===== config.mk =====
export PLATFORM = sky130hd
export DESIGN_NAME = morse_decoder_flat
export DESIGN_NICKNAME = d
export VERILOG_FILES = /design/src/rtl/morse_decoder_if.sv /design/src/rtl/morse_decoder.sv /design/src/flat_wrapper.sv
export SDC_FILE = /design/constraint.sdc
export NUM_CORES = 1
export LEC_CHECK = 0
export ABC_AREA = 0
export CORE_MARGIN = 3
export CORE_UTILIZATION = 30
export DETAILED_ROUTE_END_ITERATION = 10
export PLACE_DENSITY = 0.56
export SLEW_MARGIN = 20
export SYNTH_ARGS = -nofsm -noshare
export SYNTH_HDL_FRONTEND = slang
export SYNTH_SLANG_ARGS = --single-unit

===== constraint.sdc =====
create_clock -name clk -period 3.34 [get_ports clk]
set_input_delay 0.334 -clock clk [delete_from_list [all_inputs] [get_ports clk]]
set_output_delay 0.334 -clock clk [all_outputs]
set_load 0.1 [all_outputs]

===== src/rtl/morse_decoder_if.sv =====
// Key input and decoded-character output bundle for the Morse decoder.
// Latency: none; this is wiring only.
// Backpressure: none; the sink must take every char_valid strobe as it arrives.
interface morse_decoder_if;
    logic       key_in;
    logic [7:0] char_out;
    logic       char_valid;
    logic       char_err;
    logic       busy;

    // Decoder side: samples the key, drives the character stream.
    modport master (
        input  key_in,
        output char_out,
        output char_valid,
        output char_err,
        output busy
    );

    // Key source / character sink side.
    modport slave (
        output key_in,
        input  char_out,
        input  char_valid,
        input  char_err,
        input  busy
    );
endinterface


===== src/rtl/morse_decoder.sv =====
// Decodes a keyed on/off Morse line into ASCII characters plus word spaces.
// Latency: strobe 1 cycle after the gap counter hits its threshold, 2 extra cycles of sync.
// Backpressure: none; char_valid is a 1-cycle strobe, char_out/char_err hold until the next one.
module morse_decoder #(
    parameter int UNIT_CYCLES = 1000,
    parameter int CNT_W       = 16
) (
    input  logic            clk,
    input  logic            rst_n,
    morse_decoder_if.master bus
);

    localparam logic [CNT_W-1:0] GLITCH_TH = CNT_W'(UNIT_CYCLES / 2);
    localparam logic [CNT_W-1:0] DASH_TH   = CNT_W'(2 * UNIT_CYCLES);
    localparam logic [CNT_W-1:0] WORD_TH   = CNT_W'(5 * UNIT_CYCLES);
    localparam logic [CNT_W-1:0] CNT_MAX   = '1;

    typedef enum logic [1:0] {
        ST_IDLE,
        ST_MARK,
        ST_GAP,
        ST_SPACE
    } state_t;

    // Two-flop synchronizer plus one delayed copy of key_s for edge detection.
    logic             key_m_q;
    logic             key_s_q;
    logic             key_d_q;

    state_t           state_q,      state_d;
    logic [CNT_W-1:0] cnt_q,        cnt_d;
    logic [3:0]       pattern_q,    pattern_d;
    logic [2:0]       len_q,        len_d;
    logic             ovf_q,        ovf_d;
    logic [7:0]       char_out_q,   char_out_d;
    logic             char_valid_q, char_valid_d;
    logic             char_err_q,   char_err_d;
    logic             busy_q,       busy_d;

    logic             key_edge;
    logic             key_fall;
    logic             sym;
    logic [8:0]       decoded;

    // Maps the accumulated symbols to {err, ascii}; unknown patterns and overflow give '?'.
    function automatic logic [8:0] decode(input logic [2:0] len,
                                          input logic [3:0] pat,
                                          input logic       ovf);
        logic [7:0] c;
        c = 8'h00;
        case ({len, pat})
            7'b001_0000: c = "E";
            7'b001_0001: c = "T";
            7'b010_0000: c = "I";
            7'b010_0001: c = "A";
            7'b010_0010: c = "N";
            7'b010_0011: c = "M";
            7'b011_0000: c = "S";
            7'b011_0001: c = "U";
            7'b011_0010: c = "R";
            7'b011_0011: c = "W";
            7'b011_0100: c = "D";
            7'b011_0101: c = "K";
            7'b011_0110: c = "G";
            7'b011_0111: c = "O";
            7'b100_0000: c = "H";
            7'b100_0001: c = "V";
            7'b100_0010: c = "F";
            7'b100_0100: c = "L";
            7'b100_0110: c = "P";
            7'b100_0111: c = "J";
            7'b100_1000: c = "B";
            7'b100_1001: c = "X";
            7'b100_1010: c = "C";
            7'b100_1011: c = "Y";
            7'b100_1100: c = "Z";
            7'b100_1101: c = "Q";
            default:     c = 8'h00;
        endcase
        if (ovf || (c == 8'h00)) begin
            return {1'b1, 8'h3F};
        end
        return {1'b0, c};
    endfunction

    // Next-state logic: duration counter, symbol accumulation and character emission.
    always_comb begin
        key_edge = key_s_q ^ key_d_q;
        key_fall = key_d_q & ~key_s_q;
        sym      = (cnt_q >= DASH_TH);
        decoded  = decode(len_q, pattern_q, ovf_q);

        // Counter restarts on every key edge so cnt always measures the current run.
        if (key_edge) begin
            cnt_d = CNT_W'(1);
        end else if (cnt_q == CNT_MAX) begin
            cnt_d = cnt_q;
        end else begin
            cnt_d = cnt_q + CNT_W'(1);
        end

        state_d      = state_q;
        pattern_d    = pattern_q;
        len_d        = len_q;
        ovf_d        = ovf_q;
        char_out_d   = char_out_q;
        char_err_d   = char_err_q;
        char_valid_d = 1'b0;

        case (state_q)
            ST_IDLE: begin
                if (key_s_q) begin
                    state_d = ST_MARK;
                end
            end
            ST_MARK: begin
                if (key_fall) begin
                    if (cnt_q < GLITCH_TH) begin
                        // Too short to be a symbol: drop it, keep whatever was pending.
                        state_d = (len_q != 3'd0) ? ST_GAP : ST_IDLE;
                    end else begin
                        if (len_q == 3'd4) begin
                            ovf_d = 1'b1;
                        end else begin
                            pattern_d = {pattern_q[2:0], sym};
                            len_d     = len_q + 3'd1;
                        end
                        state_d = ST_GAP;
                    end
                end
            end
            ST_GAP: begin
                // Threshold wins over a coincident new mark so a gap of exactly 2 units splits.
                if (cnt_q == DASH_TH) begin
                    char_valid_d = 1'b1;
                    char_out_d   = decoded[7:0];
                    char_err_d   = decoded[8];
                    pattern_d    = 4'd0;
                    len_d        = 3'd0;
                    ovf_d        = 1'b0;
                    state_d      = key_s_q ? ST_MARK : ST_SPACE;
                end else if (key_s_q) begin
                    state_d = ST_MARK;
                end
            end
            ST_SPACE: begin
                if (key_s_q) begin
                    state_d = ST_MARK;
                end else if (cnt_q == WORD_TH) begin
                    char_valid_d = 1'b1;
                    char_out_d   = 8'h20;
                    char_err_d   = 1'b0;
                    state_d      = ST_IDLE;
                end
            end
            default: begin
                state_d = ST_IDLE;
            end
        endcase

        busy_d = (state_d != ST_IDLE);
    end

    // All state and registered outputs, cleared asynchronously.
    always_ff @(posedge clk or negedge rst_n) begin
        if (!rst_n) begin
            key_m_q      <= 1'b0;
            key_s_q      <= 1'b0;
            key_d_q      <= 1'b0;
            state_q      <= ST_IDLE;
            cnt_q        <= '0;
            pattern_q    <= 4'd0;
            len_q        <= 3'd0;
            ovf_q        <= 1'b0;
            char_out_q   <= 8'h00;
            char_valid_q <= 1'b0;
            char_err_q   <= 1'b0;
            busy_q       <= 1'b0;
        end else begin
            key_m_q      <= bus.key_in;
            key_s_q      <= key_m_q;
            key_d_q      <= key_s_q;
            state_q      <= state_d;
            cnt_q        <= cnt_d;
            pattern_q    <= pattern_d;
            len_q        <= len_d;
            ovf_q        <= ovf_d;
            char_out_q   <= char_out_d;
            char_valid_q <= char_valid_d;
            char_err_q   <= char_err_d;
            busy_q       <= busy_d;
        end
    end

    assign bus.char_out   = char_out_q;
    assign bus.char_valid = char_valid_q;
    assign bus.char_err   = char_err_q;
    assign bus.busy       = busy_q;

endmodule


===== src/flat_wrapper.sv =====
// flat-port wrapper written by rule: the top's interface ports become plain ports
module morse_decoder_flat 
#(
    parameter int UNIT_CYCLES = 1000,
    parameter int CNT_W       = 16
)
  (clk, rst_n, bus_key_in, bus_char_out, bus_char_valid, bus_char_err, bus_busy);
  morse_decoder_if bus_i ();
  input  logic clk;
  input  logic rst_n;
  input wire logic [$bits(bus_i.key_in)-1:0] bus_key_in;
  output wire logic [$bits(bus_i.char_out)-1:0] bus_char_out;
  output wire logic [$bits(bus_i.char_valid)-1:0] bus_char_valid;
  output wire logic [$bits(bus_i.char_err)-1:0] bus_char_err;
  output wire logic [$bits(bus_i.busy)-1:0] bus_busy;
  assign bus_i.key_in = bus_key_in;
  assign bus_char_out = bus_i.char_out;
  assign bus_char_valid = bus_i.char_valid;
  assign bus_char_err = bus_i.char_err;
  assign bus_busy = bus_i.busy;
  morse_decoder #(.UNIT_CYCLES(UNIT_CYCLES), .CNT_W(CNT_W)) u_core (.clk(clk), .rst_n(rst_n), .bus(bus_i));
endmodule

# Yosys cells after proc, flatten, opt, wreduce, memory -nomap -nowiden

Memory sizes are Yosys's and may differ from the RTL's.
Cells that the tools add are included.
W data, S select, Z words.

Word-level logic and storage cells: 86
Memory bits (writable): 0
Memory bits (read-only): 768
Input port bits: 3
Memories kept: 1
Bits in latches: 0
Register bits: 40
Output and inout bits: 11

Reductions and logical operators: 10
Div/mod/pow operators: 0
Magnitude comparators: 2
Muxes and demuxes: 41
$add $sub $neg: 2
$mul: 0
Shifts and indexed selects: 0
Eq/ne operators: 15
Bitwise gates (word level): 3

Memories:

| memory          | depth | bits a word | read ports | clocked after Yosys merged registers in | wr ports | RTL line            | text |
|---|---|---|---|---|---|---|---|
| (no name shown) | 128   | 6           | 1          | 0                                       | 0        | morse_decoder.sv:51 | `case ({len, pat})` |

Operators with widths:

| kind                    | number |
|---|---|
| $mux W16                | 2 |
| $mux W8                 | 3 |
| $mux W9                 | 2 |
| $add A16 B1 Y16 const B | 1 |
| $eq A16 B11 Y1 const B  | 1 |
| $eq A16 B13 Y1 const B  | 1 |
| $eq A16 B16 Y1 const B  | 1 |
| $ge A16 B11 Y1 const B  | 1 |
| $lt A16 B9 Y1 const B   | 1 |
| $mux W2                 | 8 |
| $mux W4                 | 4 |
| $pmux W8 S2             | 1 |
| $mux W3                 | 4 |
| $mux W1                 | 11 |
| $ne A2 B1 Y1 const B    | 5 |
| $reduce_and A5 Y1       | 2 |
| $logic_not A8 Y1        | 1 |
| $pmux W2 S4             | 1 |
| $pmux W4 S2             | 1 |
| $ne A2 B2 Y1 const B    | 3 |
| $pmux W1 S2             | 3 |
| $pmux W3 S2             | 1 |
| $reduce_bool A2 Y1      | 3 |
| $eq A2 B2 Y1 const B    | 2 |
| other kinds (10)        | 10 |

# Longest topological paths before layout

Gate-level depths: netlist of the first run.
An unclocked memory read counts as a cell.

Word-level depth: 7
Mapped depth: 8
Mapped depth without buffers: 7

# Worst setup path before layout of the first run

OpenSTA, ideal clock, no wires.

Path kind: register to register
Start: reg u_core.pattern_q[0]
End: reg u_core.char_out_q[3], in the netlist u_core.bus.char_out[3]
Library setup time: 0.069 ns
Period minus slack after synthesis: 2.083 ns
Setup slack: 1.257 ns
Path buffers: 0
Arrival time: 2.014 ns
Required time: 3.271 ns
Cell stages (with the launch flop): 7
Path through: dfrtp_1 -> inv_1 -> ha_1 -> mux4_2 -> a22oi_1 -> and3_1 -> a221o_1

Longest elaborated chain between the ends: 7

Ends and longest elaborated chain:

| what                   | RTL line             | text |
|---|---|---|
| from (decl)            | morse_decoder.sv:32  | `logic [3:0] pattern_q, pattern_d;` |
| from (signal assigned) | morse_decoder.sv:185 | `pattern_q <= pattern_d;` |
| $mem_v2 Z128 W6 *      | -                    |  |
| $logic_not A8 Y1       | morse_decoder.sv:80  | `if (ovf \|\| (c == 8'h00)) begin` |
| $logic_or A1 B1 Y1     | morse_decoder.sv:80  |  |
| $mux W1                | morse_decoder.sv:80  |  |
| $mux W9 *              | morse_decoder.sv:83  | `return {1'b0, c};` |
| $mux W8 *              | morse_decoder.sv:134 | `if (cnt_q == DASH_TH) begin` |
| $pmux W8 S2 *          | morse_decoder.sv:110 | `case (state_q)` |
| to (signal assigned)   | morse_decoder.sv:188 | `char_out_q <= char_out_d;` |
| to (decl)              | morse_decoder.sv:35  | `logic [7:0] char_out_q, char_out_d;` |

Every way passes the cells marked *; elsewhere a longest branch is shown, timed or not. The select of a mux whose other input is x is not followed.
A chain may end at the register's enable or synchronous reset.

# Worst setup path in the final report of the first run

Start: reg u_core.pattern_q[0]
End: reg u_core.char_out_q[0], in the netlist u_core.bus.char_out[0]

Same word-level chain as after synthesis.

==> reports/qor.txt, run 1 <==
Status = complete, no violations
Worst reg2reg path depth = 6
Leakage = 1.15 nW
Post-synth EDFFs = 0
Iteration count of the initial detailed-routing pass = 4
Setup total negative slack = 0 ns
Met3 wire len = 156 um
Setup Slack @ Placement = 0.925 ns
Clk slew on worst S/H paths = 0.09 ns
CTS tree = built
Worst reg-to-reg setup slack = 0.88 ns
Top Layer Used = met4
Vias in the first global route = 1959
Antenna Nets Post-Route = 0
Critical path type = reg -> reg
Util after Layout = 0.350
Total vias in the final route = 2112
CP arrival = 2.67 ns
CTS Hold Bufs = 0
Syn nets = 298
CP peak stage delay = 0.55 ns
Initial antenna violation count = 0
M1 WL = 2.95 mm
Syn avg cell area = 9.48 um^2
Area Growth Syn to Fin = 10.2%
Die Y = 100 um
Initial drt markers = 195
Gr usage total = 0.120
ANT cells = 0
WL met2 = 2.62 mm
Clock latency on the worst-skew pair = 0.30 ns
Minimum clock period = 2.46 ns
Primary FF master, synth = dfrtp_1
Share of cells above drive strength 1 = 0.0944
Vias per inst = 5.40
Die X = 100 um
Maximum VDD drop = 0.137 mV
Post-synth cell types = 74
Power Dens Cells = 333 nW/um^2
Crit path buffers/inverters = 1
Max FO, Critical Path = 11
CP Launch Type = flip-flop
Final #Nets = 301
Worst hold path class = in -> async
DRC Markers = 0
Area of the die = 10100 um^2
Mapped cell area = 2670 um^2
RSZ-0062 raised after global routing = no
Final hold violations = 0
Cts repair resizes = 0
Synth Instances = 282
H-tree Lvls = 2
Sink Count = 39
Period utilization = 0.736
Slowest cell on crit path = dfrtp_1
Routed wire per std cell = 14.8 um
Overflow after GRT = 0
Final WS setup = 0.882 ns
Core area = 8420 um^2
Final setup vio count = 0
Worst slew pin tran = 0.968 ns
Sequential share of the synthesized area = 0.365
Initial Util = 0.317
Syn. warnings = 0
Fmax = 407 MHz
Ys async rst share = 1.00
# Post-CTS Setup Buffers = 0
CTS max path bufs = 2
Boundary Pins = 14
Largest net degree at the start of global routing = 40
Max-cap check violation count = 0
CP top delay family = compound AO/OA/AOI/OAI gates
GP Congestion = 0.850
Num CTS Buffers = 5
DRT Wirelength = 5.81 mm
FF-to-FF Start = u_core.pattern_q[0]
Total power = 0.981 mW
Clk_skew = 0.00815 ns
R2r endpoint = u_core.bus.char_out[0]
Crit. End Element = flip-flop
Clock root cell = clkbuf_8
Worst path cell trace = inv_1 -> ha_1 -> mux4_2 -> a22oi_1 -> nand3_1 -> o21ai_0
First-pass GRT wire length = 9.80 mm
Worst endpoint required time = 3.56 ns
Max_slew headroom = 0.353
Worst hold margin = 0.162 ns
Num rows = 33
Final Slew Violations = 0
Flops & latches, synth = 39
I/O Buffers = 12
DP Wirelength = 4.16 mm
[worst register-to-register path: cells and delay by family, from the launching register on]
kind            cells  cell delay (ns)
compound gates      2             0.62
flops               1             0.55
simple gates        1             0.20
buf+inv             1             0.18
fa+ha+maj           1             0.37
mux                 1             0.46
[power breakdown]
group	internal, mW	leakage [nW]	switching [mW]
combinational	0.0225	0.566	0.0490
clock	0.223	0.0581	0.186
sequential	0.484	0.526	0.0166
[cells in the mapped netlist, types with 5 or more instances]
library cell  instances  share of area
a21oi_1               9          0.017
ha_1                 13          0.061
xor2_1                5          0.016
mux2i_1               9          0.034
nor2b_1               7          0.016
dfrtp_1              39           0.37
nand4_1               5          0.012
nand3_1              10          0.019
nor2_1               20          0.028
nand2_1              19          0.027
inv_1                18          0.025
clkbuf_1              6         0.0084
o21ai_0              14          0.026
o211ai_1              6          0.017
[per-stage QoR]
stage / instance area, um^2 / instances
after global routing: 2950 / 391
after floorplan: 2670 / 282
final: 2950 / 391
after global placement: 2830 / 383
after CTS: 2950 / 391
after detailed placement: 2830 / 383
[layout make-up]
| type | instances | area, um^2 |
|---|---|---|
| Fill cell | 882 | 5480 |
| Inverter | 18 | 67.6 |
| Multi-Input combinational cell | 209 | 1540 |
| Clock inverter | 3 | 43.8 |
| Tap cell | 105 | 131 |
| Sequential cell | 39 | 976 |
| Timing Repair Buffer | 12 | 115 |
| Clock buffer | 5 | 68.8 |
[cell families (layout without fill, tap and decap cells)]
group	Yosys count	count (layout)	synth area share
and+or+nand+nor	109	109	0.244
AOI/OAI and AO/OA	63	63	0.180
DFF	39	39	0.365
buffers and inverters	34	38	0.0576
muxes	14	14	0.0618
adders and majority gates	13	13	0.0609
xor gates and xnor gates	9	9	0.0295
other	1	1	0.00140
[per-layer routing]
layer | vias up | track usage
met5 | - | 0
met4 | 0 | 0.0373
met3 | 7 | 0.0215
met2 | 37 | 0.190
met1 | 1034 | 0.167
li1 | 1034 | -
[state kept, by name (all words and copies together), names as in the netlist]
| signal | count |
|---|---|
| u_core.pattern_q | 4 |
| u_core.key_s_q | 1 |
| u_core.len_q | 3 |
| u_core.bus.busy | 1 |
| u_core.cnt_q | 16 |
| u_core.state_q | 2 |
| u_core.bus.char_err | 1 |
| u_core.key_m_q | 1 |
| u_core.bus.char_valid | 1 |
| u_core.key_d_q | 1 |
| u_core.ovf_q | 1 |
| u_core.bus.char_out | 7 |
[worst max-delay path by stage]
stage	start	to	slack, ns	cells after the start
2_1_floorplan	u_core.pattern_q[0]	u_core.bus.char_out[3]	1.26	6
6_report	u_core.pattern_q[0]	u_core.bus.char_out[0]	0.88	6
3_3_place_gp	u_core.pattern_q[2]	u_core.bus.char_out[3]	1.04	5
4_1_cts	u_core.pattern_q[1]	u_core.bus.char_out[0]	0.94	7
3_5_place_dp	u_core.pattern_q[1]	u_core.bus.char_out[0]	0.92	7
5_1_grt	u_core.pattern_q[1]	u_core.bus.char_err	0.65	7
[cell usage in the layout, fill, tap and decap left out, types with 3 or more instances in the layout]
cell / synthesis / routed
dfrtp_1: 39 / 39
nor2_1: 20 / 20
nand2_1: 19 / 19
inv_1: 18 / 18
o21ai_0: 14 / 14
ha_1: 13 / 13
clkdlybuf4s50_1: 0 / 11
nand3_1: 10 / 10
a21oi_1: 9 / 9
mux2i_1: 9 / 9
nor2b_1: 7 / 7
o211ai_1: 6 / 6
nand4_1: 5 / 5
xor2_1: 5 / 5
clkbuf_8: 0 / 5
and3_1: 4 / 4
and4_1: 4 / 4
nor3b_1: 4 / 4
xnor2_1: 4 / 4
nor3_1: 4 / 4
nand2b_1: 4 / 4
o2111ai_1: 3 / 3
a2bb2oi_1: 3 / 3
and2_1: 3 / 3
a31oi_1: 3 / 3
nor4_1: 3 / 3
(Power assumes the default switching activity.)
==> run 2, diff against run 1 <==
Settings changed: PLACE_DENSITY 0.56 to 0.57.
Clock period 3.34 ns to 2.1 ns, I/O delays scaled along.
==> run 2 against run 1 <==
Sequential share of layout area shrank 3.5 points. Worst hold slack improved by 0.18 ns. Routed wire length up 5.5%. Power grew 53%. Global-route usage up 0.75 points. Utilization increased by 4.2 points. Critical path depth decreased by 1. Register-to-register slack worse by 0.79 ns. Largest power group unchanged.
==> reports/qor.txt, run 2 (synthesis results as in run 1) <==
Setup total negative slack = 0 ns (unchanged)
Slowest cell on crit path = or4b_1
# fillers = 875 (-0.79%)
Footprint of the multi-input gates = 1610 um^2 (+4.5%)
Leading cell types in the layout, fill and taps excluded = buf_4 (49), dfrtp_1 (37), nor2_1 (20), nand2_1 (19), inv_1 (17)
Routed wire per std cell = 14.2 um (-4.5%)
I/O Buffers = 12 (unchanged)
Post-Layout Cell Count = 432 (+10%)
FF-to-FF Start = u_core.pattern_q[2]
R2r endpoint = u_core.bus.char_out[3]
Clock latency on the worst-skew pair = 0.29 ns (about the same)
Worst reg2reg path depth = 5 (-1)
Worst hold margin = 0.339 ns (+0.177 ns)
DRT Wirelength = 6.13 mm (+5.5%)
Minimum clock period = 2.01 ns (-0.449 ns)
Sequential Area = 978 um^2 (+0.26%)
Final setup vio count = 0 (unchanged)
Sink Count = 39 (unchanged)
Vias per inst = 5.19 (-3.8%)
Comb power frac = 0.092 (+0.019)
Initial Util = 0.317 (unchanged)
Boundary Pins = 14 (unchanged)
Switch share = 0.251 (-0.00532)
Period utilization = 0.957 (+0.221)
CTS tree = built
Clock root cell = clkbuf_8
DRC Markers = 0 (unchanged)
Die Y = 100 um (unchanged)
Pint = 1.12 mW (+54%)
First-pass GRT wire length = 10.5 mm (+7.2%)
Psw = 0.376 mW (+49%)
Worst hold path class = in -> async
Worst reg-to-reg setup slack = 0.09 ns (-0.79 ns)
Initial drt markers = 152 (-22%)
Iteration count of the initial detailed-routing pass = 4 (unchanged)
Initial antenna violation count = 0 (unchanged)
Worst path cell trace = or4b_1 -> o211ai_1 -> a2111oi_4 -> and3_1 -> a221o_1
H-tree Lvls = 2 (unchanged)
Power Dens Cells = 454 nW/um^2 (+36%)
Most flop-heavy register = u_core.cnt_q
Vias in the first global route = 2202 (+12%)
Final Slew Violations = 0 (unchanged)
Status = complete, no violations
Critical path type = reg -> reg
Fmax = 498 MHz (+22%)
Dpl cells = 419 (+9.4%)
Max reg flops = 16 (unchanged)
Maximum VDD drop = 0.224 mV (+64%)
Total vias in the final route = 2244 (+6.3%)
Clk_skew = 0.00482 ns (-0.00333 ns)
Antenna Nets Post-Route = 0 (unchanged)
CP Launch Type = flip-flop
Crit. End Element = flip-flop
Core area = 8420 um^2 (unchanged)
Die X = 100 um (unchanged)
Most common cell after layout, fill and taps aside = buf_4
Max-cap check violation count = 0 (unchanged)
ANT cells = 0 (unchanged)
Num CTS Buffers = 5 (unchanged)
Reg power frac = 0.530 (+0.020)
Area of the die = 10100 um^2 (unchanged)
CP peak stage delay = 0.54 ns (about the same)
Critical Path Sink = u_core.bus.char_out[3]
Worst endpoint required time = 2.27 ns (-1.29 ns)
CP top delay family = simple AND/OR/NAND/NOR gates
DP Area = 3080 um^2 (+8.7%)
Num rows = 33 (unchanged)
GP Congestion = 0.886 (+4.2%)
Max FO, Critical Path = 8 (-3)
Finished Cell Area = 3300 um^2 (+12%)
CTS max path bufs = 2 (unchanged)
Final hold violations = 0 (unchanged)
Largest net degree at the start of global routing = 15 (-63%)
CP arrival = 2.18 ns (-0.49 ns)
Final #Nets = 342 (+14%)
Gr usage total = 0.127 (+0.00749)
Critical Path Source = u_core.pattern_q[2]
Overflow after GRT = 0 (unchanged)
Clk slew on worst S/H paths = 0.08 ns (about the same)
DP Wirelength = 4.69 mm (+13%)
Share of cells above drive strength 1 = 0.275 (+0.181)
Clock Power Share = 0.379 (-0.038)
Leakage = 1.38 nW (+20%)
Area Growth Syn to Fin = 23.4%
Crit. path cell count = 5 (-1)
Util after Layout = 0.391 (+0.0417)
Crit path buffers/inverters = 0 (-1)
[run 2: worst register-to-register path, stage by stage (launching register included)]
cell and delay (ns):
dfrtp_2 0.46, or4b_1 0.54, o211ai_1 0.28, a2111oi_4 0.11, and3_1 0.19, a221o_1 0.31
[run 2: per-stage QoR]
step                      power, mW  setup WS [ns]
after CTS                      1.52         0.0179
after floorplan               0.884         0.0172
final                          1.50         0.0909
after detailed placement      0.938        -0.0874
after global routing           1.58        -0.0221
after global placement        0.934        -0.0167
[run 2: per-layer routing]
metal / share of wire / track usage
met1: 0.49 / 0.177
met2: 0.47 / 0.205
met3: 0.020 / 0.0167
met4: 0.013 / 0.0404
met5: 0 / 0
[run 2: worst min path at each step]
stage                          start               end  slack [ns]  depth (start not counted)
after floorplan                rst_n   u_core.bus.busy       -0.09                          0
after global placement         rst_n  u_core.cnt_q[10]        0.12                          1
after detailed placement       rst_n   u_core.cnt_q[6]        0.14                          1
after CTS                      rst_n   u_core.cnt_q[6]        0.34                          2
after global routing      bus_key_in    u_core.key_m_q        0.35                          1
final                          rst_n   u_core.cnt_q[6]        0.34                          2
[run 2: cell type report]
| cell class | count | share of cell area |
|---|---|---|
| Multi-Input combinational cell | 209 | 0.489 |
| Sequential cell | 39 | 0.297 |
| Timing Repair Buffer | 53 | 0.123 |
| Tap cell | 105 | 0.0398 |
| Clock buffer | 7 | 0.0292 |
| Inverter | 18 | 0.0205 |
| Clock inverter | 1 | 0.00228 |
[run 2: timing repair]
action / in CTS / in global routing
hold buffers: 1 / 0
setup endpoints to repair: 6 / 14
pin swaps: 0 / 6
resized for setup: 1 / 17
hold endpoints to repair: 11 / 0
setup buffers: 0 / 4
[run 2: power by group through the flow]
stage / Clock (mW) / Combinational, mW / Sequential (mW)
CTS: 0.593 / 0.135 / 0.790
floorplan: 0 / 0.0655 / 0.818
detailed placement: 0 / 0.133 / 0.805
global route: 0.627 / 0.155 / 0.797
global placement: 0 / 0.130 / 0.804
finish: 0.567 / 0.137 / 0.793
==> run 3, diff against run 2 <==
Settings changed: HOLD_SLACK_MARGIN from default to 0.03.
==> results of run 3 <==
Same layout as run 2: the final DEF is identical, and so are final timing and power.
